===== src/rtl/time_keeper_pkg.sv =====
// Shared clock-face constants: BCD digit width, field limits and the
// two-digit BCD increment used by the time chain and the seven-segment stage.
package time_keeper_pkg;

  localparam int DIGIT_W = 4;

  typedef logic [DIGIT_W-1:0] digit_t;

  typedef struct packed {
    digit_t tens;
    digit_t ones;
  } bcd2_t;

  localparam bcd2_t SEC_LIM = '{tens: digit_t'(5), ones: digit_t'(9)};
  localparam bcd2_t MIN_LIM = '{tens: digit_t'(5), ones: digit_t'(9)};
  localparam bcd2_t HR_LIM  = '{tens: digit_t'(2), ones: digit_t'(3)};

  // Wraps to 00 at the limit, so an out-of-range code can never be formed.
  function automatic bcd2_t bcd_inc(input bcd2_t v, input bcd2_t lim);
    bcd2_t r;
    r = v;
    if (v == lim) begin
      r = '0;
    end else if (v.ones == digit_t'(9)) begin
      r.tens = v.tens + digit_t'(1);
      r.ones = '0;
    end else begin
      r.ones = v.ones + digit_t'(1);
    end
    return r;
  endfunction

endpackage


===== src/rtl/time_keeper_prescaler.sv =====
// Divides clk down to a one-second tick; half is registered and tracks
// whether the current count is in the first half of the second.
module tick_prescaler #(
  parameter int CLK_HZ = 100000000
) (
  input  logic clk,
  input  logic rst,
  input  logic run_en,
  input  logic clear,
  output logic tick,
  output logic half
);

  localparam int CNT_W = (CLK_HZ > 1) ? $clog2(CLK_HZ) : 1;
  localparam logic [CNT_W-1:0] CNT_MAX  = CNT_W'(CLK_HZ - 1);
  localparam logic [CNT_W-1:0] CNT_HALF = CNT_W'(CLK_HZ / 2);

  logic [CNT_W-1:0] cnt;
  logic [CNT_W-1:0] cnt_next;

  assign tick = run_en && (cnt == CNT_MAX);

  always_comb begin
    cnt_next = cnt;
    if (clear) begin
      cnt_next = '0;
    end else if (run_en) begin
      cnt_next = (cnt == CNT_MAX) ? '0 : cnt + CNT_W'(1);
    end
  end

  // half is computed from the next count so it is a flop yet matches cnt.
  always_ff @(posedge clk or posedge rst) begin
    if (rst) begin
      cnt  <= '0;
      half <= 1'b1;
    end else begin
      cnt  <= cnt_next;
      half <= (cnt_next < CNT_HALF);
    end
  end

endmodule


===== src/rtl/time_keeper.sv =====
// HH:MM clock with hidden seconds, driven by a one-second prescaler tick;
// set pulses bump minutes/hours and restart the current second.
module time_keeper
  import time_keeper_pkg::*;
#(
  parameter int CLK_HZ = 100000000
) (
  input  logic               clk,
  input  logic               rst,
  input  logic               run_en,
  input  logic               set_min,
  input  logic               set_hr,
  output logic [DIGIT_W-1:0] hr_tens,
  output logic [DIGIT_W-1:0] hr_ones,
  output logic [DIGIT_W-1:0] min_tens,
  output logic [DIGIT_W-1:0] min_ones,
  output logic               colon,
  output logic               sec_tick
);

  logic  tick;
  logic  half;
  logic  set_any;
  bcd2_t sec_q;
  bcd2_t min_q;
  bcd2_t hr_q;

  assign set_any = set_min | set_hr;

  tick_prescaler #(
    .CLK_HZ(CLK_HZ)
  ) u_prescaler (
    .clk    (clk),
    .rst    (rst),
    .run_en (run_en),
    .clear  (set_any),
    .tick   (tick),
    .half   (half)
  );

  // A set pulse wins over a coincident tick; that tick is simply lost.
  always_ff @(posedge clk or posedge rst) begin
    if (rst) begin
      sec_q    <= '0;
      min_q    <= '0;
      hr_q     <= '0;
      sec_tick <= 1'b0;
    end else begin
      sec_tick <= 1'b0;
      if (set_any) begin
        sec_q <= '0;
        if (set_min) min_q <= bcd_inc(min_q, MIN_LIM);
        if (set_hr)  hr_q  <= bcd_inc(hr_q, HR_LIM);
      end else if (tick) begin
        sec_tick <= 1'b1;
        sec_q    <= bcd_inc(sec_q, SEC_LIM);
        if (sec_q == SEC_LIM) begin
          min_q <= bcd_inc(min_q, MIN_LIM);
          if (min_q == MIN_LIM) hr_q <= bcd_inc(hr_q, HR_LIM);
        end
      end
    end
  end

  assign hr_tens  = hr_q.tens;
  assign hr_ones  = hr_q.ones;
  assign min_tens = min_q.tens;
  assign min_ones = min_q.ones;
  assign colon    = half;

endmodule


===== config.mk =====
export PLATFORM = sky130hd
export DESIGN_NAME = time_keeper
export DESIGN_NICKNAME = d
export VERILOG_FILES = /design/src/rtl/time_keeper_pkg.sv /design/src/rtl/time_keeper_prescaler.sv /design/src/rtl/time_keeper.sv
export SDC_FILE = /design/constraint.sdc
export NUM_CORES = 1
export LEC_CHECK = 0
export BUFFER_PORTS_ARGS = -buffer_cell sky130_fd_sc_hd__buf_2
export CORE_MARGIN = 5
export CORE_UTILIZATION = 40
export DETAILED_ROUTE_END_ITERATION = 10
export GPL_TIMING_DRIVEN = 0
export PLACE_DENSITY = 0.69
export SLEW_MARGIN = 20
export SYNTH_ARGS = -nofsm -noshare
export SYNTH_HDL_FRONTEND = slang
export SYNTH_SLANG_ARGS = --single-unit
export TNS_END_PERCENT = 5

===== constraint.sdc =====
create_clock -name clk -period 2.71 [get_ports clk]
set_clock_uncertainty 0.05 [all_clocks]
set_input_delay 0.1355 -clock clk [delete_from_list [all_inputs] [get_ports clk]]
set_output_delay 0.1355 -clock clk [all_outputs]
set_load 0.05 [all_outputs]

==> flow_summary_export.csv <==
group,metric,value,unit
placement,dpl-instance-area,0.00330,mm²
drt,drt_pre_antenna_iters,4,
floorplanning,coreArea,0.00761,mm²
logic_synthesis,yosys.area.top_type_share,42.5,%
critical_path,maximum_fanout_along_the_worst_path,9,
cells_and_area,inserted_diodes,0,
cells_and_area,nFillCells,741,
critical_path,critical_path_arrival,2.79,ns
cells_and_area,final_nets,370,
drt,route.detailed.wl_per_inst,14.4,µm
placement,place_hpwl,4710,µm
cts,cts-htree-levels,2,
cells_and_area,area_growth_syn_to_fin,12.1,%
global_route,groute.usage.overall,14.5,%
logic_synthesis,synth_top_cells_by_area,"sky130_fd_sc_hd__dfrtp_1 42%, sky130_fd_sc_hd__ha_1 4.5%, sky130_fd_sc_hd__xnor2_1 3.4%, sky130_fd_sc_hd__nor2_1 3.3%, sky130_fd_sc_hd__nand2_1 3.1%",
hold_path,timing.hold.worst.class,"in2reg",
global_route,grt_first_pass_wirelength,11600,µm
cts,cts_buffers,5,
drt,iteration_0_drc_count_of_the_detailed_router,168,
logic_synthesis,synth_seq_cells,53,
cells_and_area,stdcell_area,0.00343,mm²
sta,worst_slack,0.102,ns
cells_and_area,utilization,45.1,%
critical_path,worstSetupEndpointType,"register",
critical_path,critical_path.endpoint,"u_prescaler.half",
cells_and_area,fin_cells,457,
placement,preCtsSetupSlack,0.0667,ns
floorplanning,floorplan.die.width,97.5,µm
cts,cts.sink_count,53,
placement,place.detailed.instances,446,
logic_synthesis,synthesis.nets,338,
logic_synthesis,synth_sequential_area_ratio,43.3,%
critical_path,cp-start-kind,"register",
global_route,number_of_global_route_vias_before_repair,2355,
critical_path,setup.worst_path.class,"reg2reg",
critical_path,r2r_start,"u_prescaler.cnt[0]",
sta,setup_viol_count_final,0,
global_route,grt.overflow.total,0,
floorplanning,rows,32,
placement,globalplace.congestion,0.861,
sta,timing.max_slew.rel_slack,48.2,%
floorplanning,die-height,97.5,µm
power,total_power,2.26,mW
placement,portBuffers,22,
logic_synthesis,ys_async_sr_fraction,100,%
critical_path,regToRegEndpoint,"u_prescaler.half",
logic_synthesis,post_synth_most_frequent_cells,"52 x sky130_fd_sc_hd__dfrtp_1, 27 x sky130_fd_sc_hd__nor2_1, 25 x sky130_fd_sc_hd__nand2_1",
global_route,largest_net_degree_at_the_start_of_global_routing,54,
critical_path,timing.critical_path.from,"u_prescaler.cnt[0]",
logic_synthesis,yosysWarnings,0,
cts,clkTransAtPathRegs,0.10,ns
drt,routed-via-count,2519,
logic_synthesis,synth_top_flop_cell,"sky130_fd_sc_hd__dfrtp_1",
floorplanning,floorplan.initialDensity,40.3,%
sta,finalCriticalPeriod,2.61,ns
logic_synthesis,yosysMostFrequentCell,"sky130_fd_sc_hd__dfrtp_1",
floorplanning,ios,23,
sta,period_share,96.2,%
cts,tritoncts_clock_tree,"built",
sta,max_slew.worst_pin.slew,0.771,ns
logic_synthesis,syn_avg_cell_area,9.51,µm²
flow_run,max_cap_viol_count,0,
sta,fmax,383,MHz
critical_path,worstRegToRegCells,7,
drt,ant_nets,0,
cts,clk_root_buf,"sky130_fd_sc_hd__clkbuf_8",
floorplanning,dieArea,0.00951,mm²
global_route,grt_antenna_before_repair,0,
sta,drv_slew,0,
cts,clkLatencyLatePin,0.32,ns
drt,vias_per_cell,5.51,
power,leakage,1.40,nW
logic_synthesis,synth.lib_cells_used.distinct,53,
sta,setup_repair_after_global_routing_missed_its_margin,"yes",
drt,route.final.wire_length,6560,µm
drt,drcViolationCount,0,
logic_synthesis,synth_top_area_cell,"sky130_fd_sc_hd__dfrtp_1",
critical_path,reg2reg_setup_slack,0.10,ns
cts,clock_tree.buffer_depth,2,
logic_synthesis,synth.cell_area,0.00306,mm²
logic_synthesis,post_syn_instances,322,
outcome,status,"complete, no violations",
power,irDropWorstVdd,0.305,mV
critical_path,cp_data_required_time,2.90,ns
sta,hold_violations,0,
cells_and_area,layout-drive-gt1-share,17.2,%
power,power_density,658,mW/mm²
logic_synthesis,synth-edff-count,0,
## worst max-delay path, cell delays in order (launching register included)
cell and delay, ns:
sky130_fd_sc_hd__dfrtp_1 0.44, sky130_fd_sc_hd__ha_2 0.27, sky130_fd_sc_hd__nand4_4 0.18, sky130_fd_sc_hd__or4_1 0.56, sky130_fd_sc_hd__or4_1 0.43, sky130_fd_sc_hd__a21oi_2 0.19
sky130_fd_sc_hd__and4b_1 0.23, sky130_fd_sc_hd__a31oi_1 0.18
## metal layers
layer | up-vias | share of wire (%) | track usage (%)
li1 | 1261 | - | -
met1 | 1207 | 49 | 21.0
met2 | 44 | 46 | 21.3
met3 | 7 | 3.9 | 3.45
met4 | 0 | 1.2 | 4.47
met5 | - | 0 | 0
## through the flow
| stage | TNS, ns | hold slack (ns) |
|---|---|---|
| floorplan | 0 | 0.299 |
| global placement | 0 | 0.434 |
| detailed placement | 0 | 0.242 |
| CTS | 0 | 0.143 |
| global route | -0.0955 | 0.159 |
| finish | 0 | 0.142 |
## report_power, final
part	switching [mW]	total, mW	internal, mW
sequential	0.131	1.02	0.888
clock	0.283	0.470	0.187
combinational	0.534	0.773	0.239
total	0.948	2.26	1.31
## how the worst min path moves through the flow
stage / endpoint / cells past startpoint / from / slack (ns)
after CTS: u_prescaler.cnt[4] / 4 / set_hr / 0.14
after floorplan: min_ones[0] / 2 / set_min / 0.30
after global placement: hr_tens[3] / 1 / hr_tens[3] / 0.43
after detailed placement: u_prescaler.cnt[25] / 2 / rst / 0.24
after global routing: u_prescaler.cnt[4] / 4 / set_hr / 0.16
final: min_ones[0] / 3 / set_min / 0.14
## cell families (layout without fill, tap and decap cells)
logic type               after synthesis  count (layout)  share of synthesized area [%]
AND/OR/NAND/NOR                      146             146                           27.6
AO/OA/AOI/OAI                         60              60                           12.9
flip-flops                            53              53                           43.3
buffers and inverters                 26              59                           3.68
XOR/XNOR                              19              19                           5.43
adder cells (fa/ha/maj)               11              11                           4.49
multiplexers                           7               7                           2.53
## registers in the layout (all words and copies together), names as in the netlist
signal,count
u_prescaler.cnt,27
sec_q,8
hr_ones,4
hr_tens,4
min_ones,4
min_tens,4
sec_tick,1
u_prescaler.half,1
## timing repair
| item | 4_1_cts | 5_1_grt |
|---|---|---|
| setup buffers | 0 | 2 |
| resized for setup | 0 | 3 |
| hold buffers | 1 | 0 |
| endpoints found under the setup margin | 0 | 6 |
| hold endpoints to repair | 52 | 0 |
## layout by cell type, fill, tap and decap left out, types with 6 or more instances in the layout
cell type	n
sky130_fd_sc_hd__nor3_1	10
sky130_fd_sc_hd__or3_1	8
sky130_fd_sc_hd__buf_2	25
sky130_fd_sc_hd__xnor2_1	12
sky130_fd_sc_hd__ha_1	10
sky130_fd_sc_hd__nand2_1	25
sky130_fd_sc_hd__a21oi_1	15
sky130_fd_sc_hd__inv_1	13
sky130_fd_sc_hd__dfrtp_1	52
sky130_fd_sc_hd__and4_1	6
sky130_fd_sc_hd__clkbuf_1	6
sky130_fd_sc_hd__nand4_1	15
sky130_fd_sc_hd__mux2_2	6
sky130_fd_sc_hd__o31ai_1	6
sky130_fd_sc_hd__or4_1	6
sky130_fd_sc_hd__nor2b_1	6
sky130_fd_sc_hd__nand3_1	12
sky130_fd_sc_hd__nor4_1	6
sky130_fd_sc_hd__o21ai_0	14
sky130_fd_sc_hd__nor2_1	27
sky130_fd_sc_hd__xor2_1	7
## final cells by class
class                   instances  area [µm²]  share of cell area (%)
clock buffers                   5        68.8                    2.00
plain buffers                  12        60.1                    1.75
clock inverters                 3        25.0                   0.729
multi-input cells             243        1640                    47.6
inverters                      14        55.1                    1.60
flip-flops and latches         53        1330                    38.7
repair buffers                 25         135                    3.93
well taps                     102         128                    3.72
No activity file was read; power rests on OpenSTA's default activity.
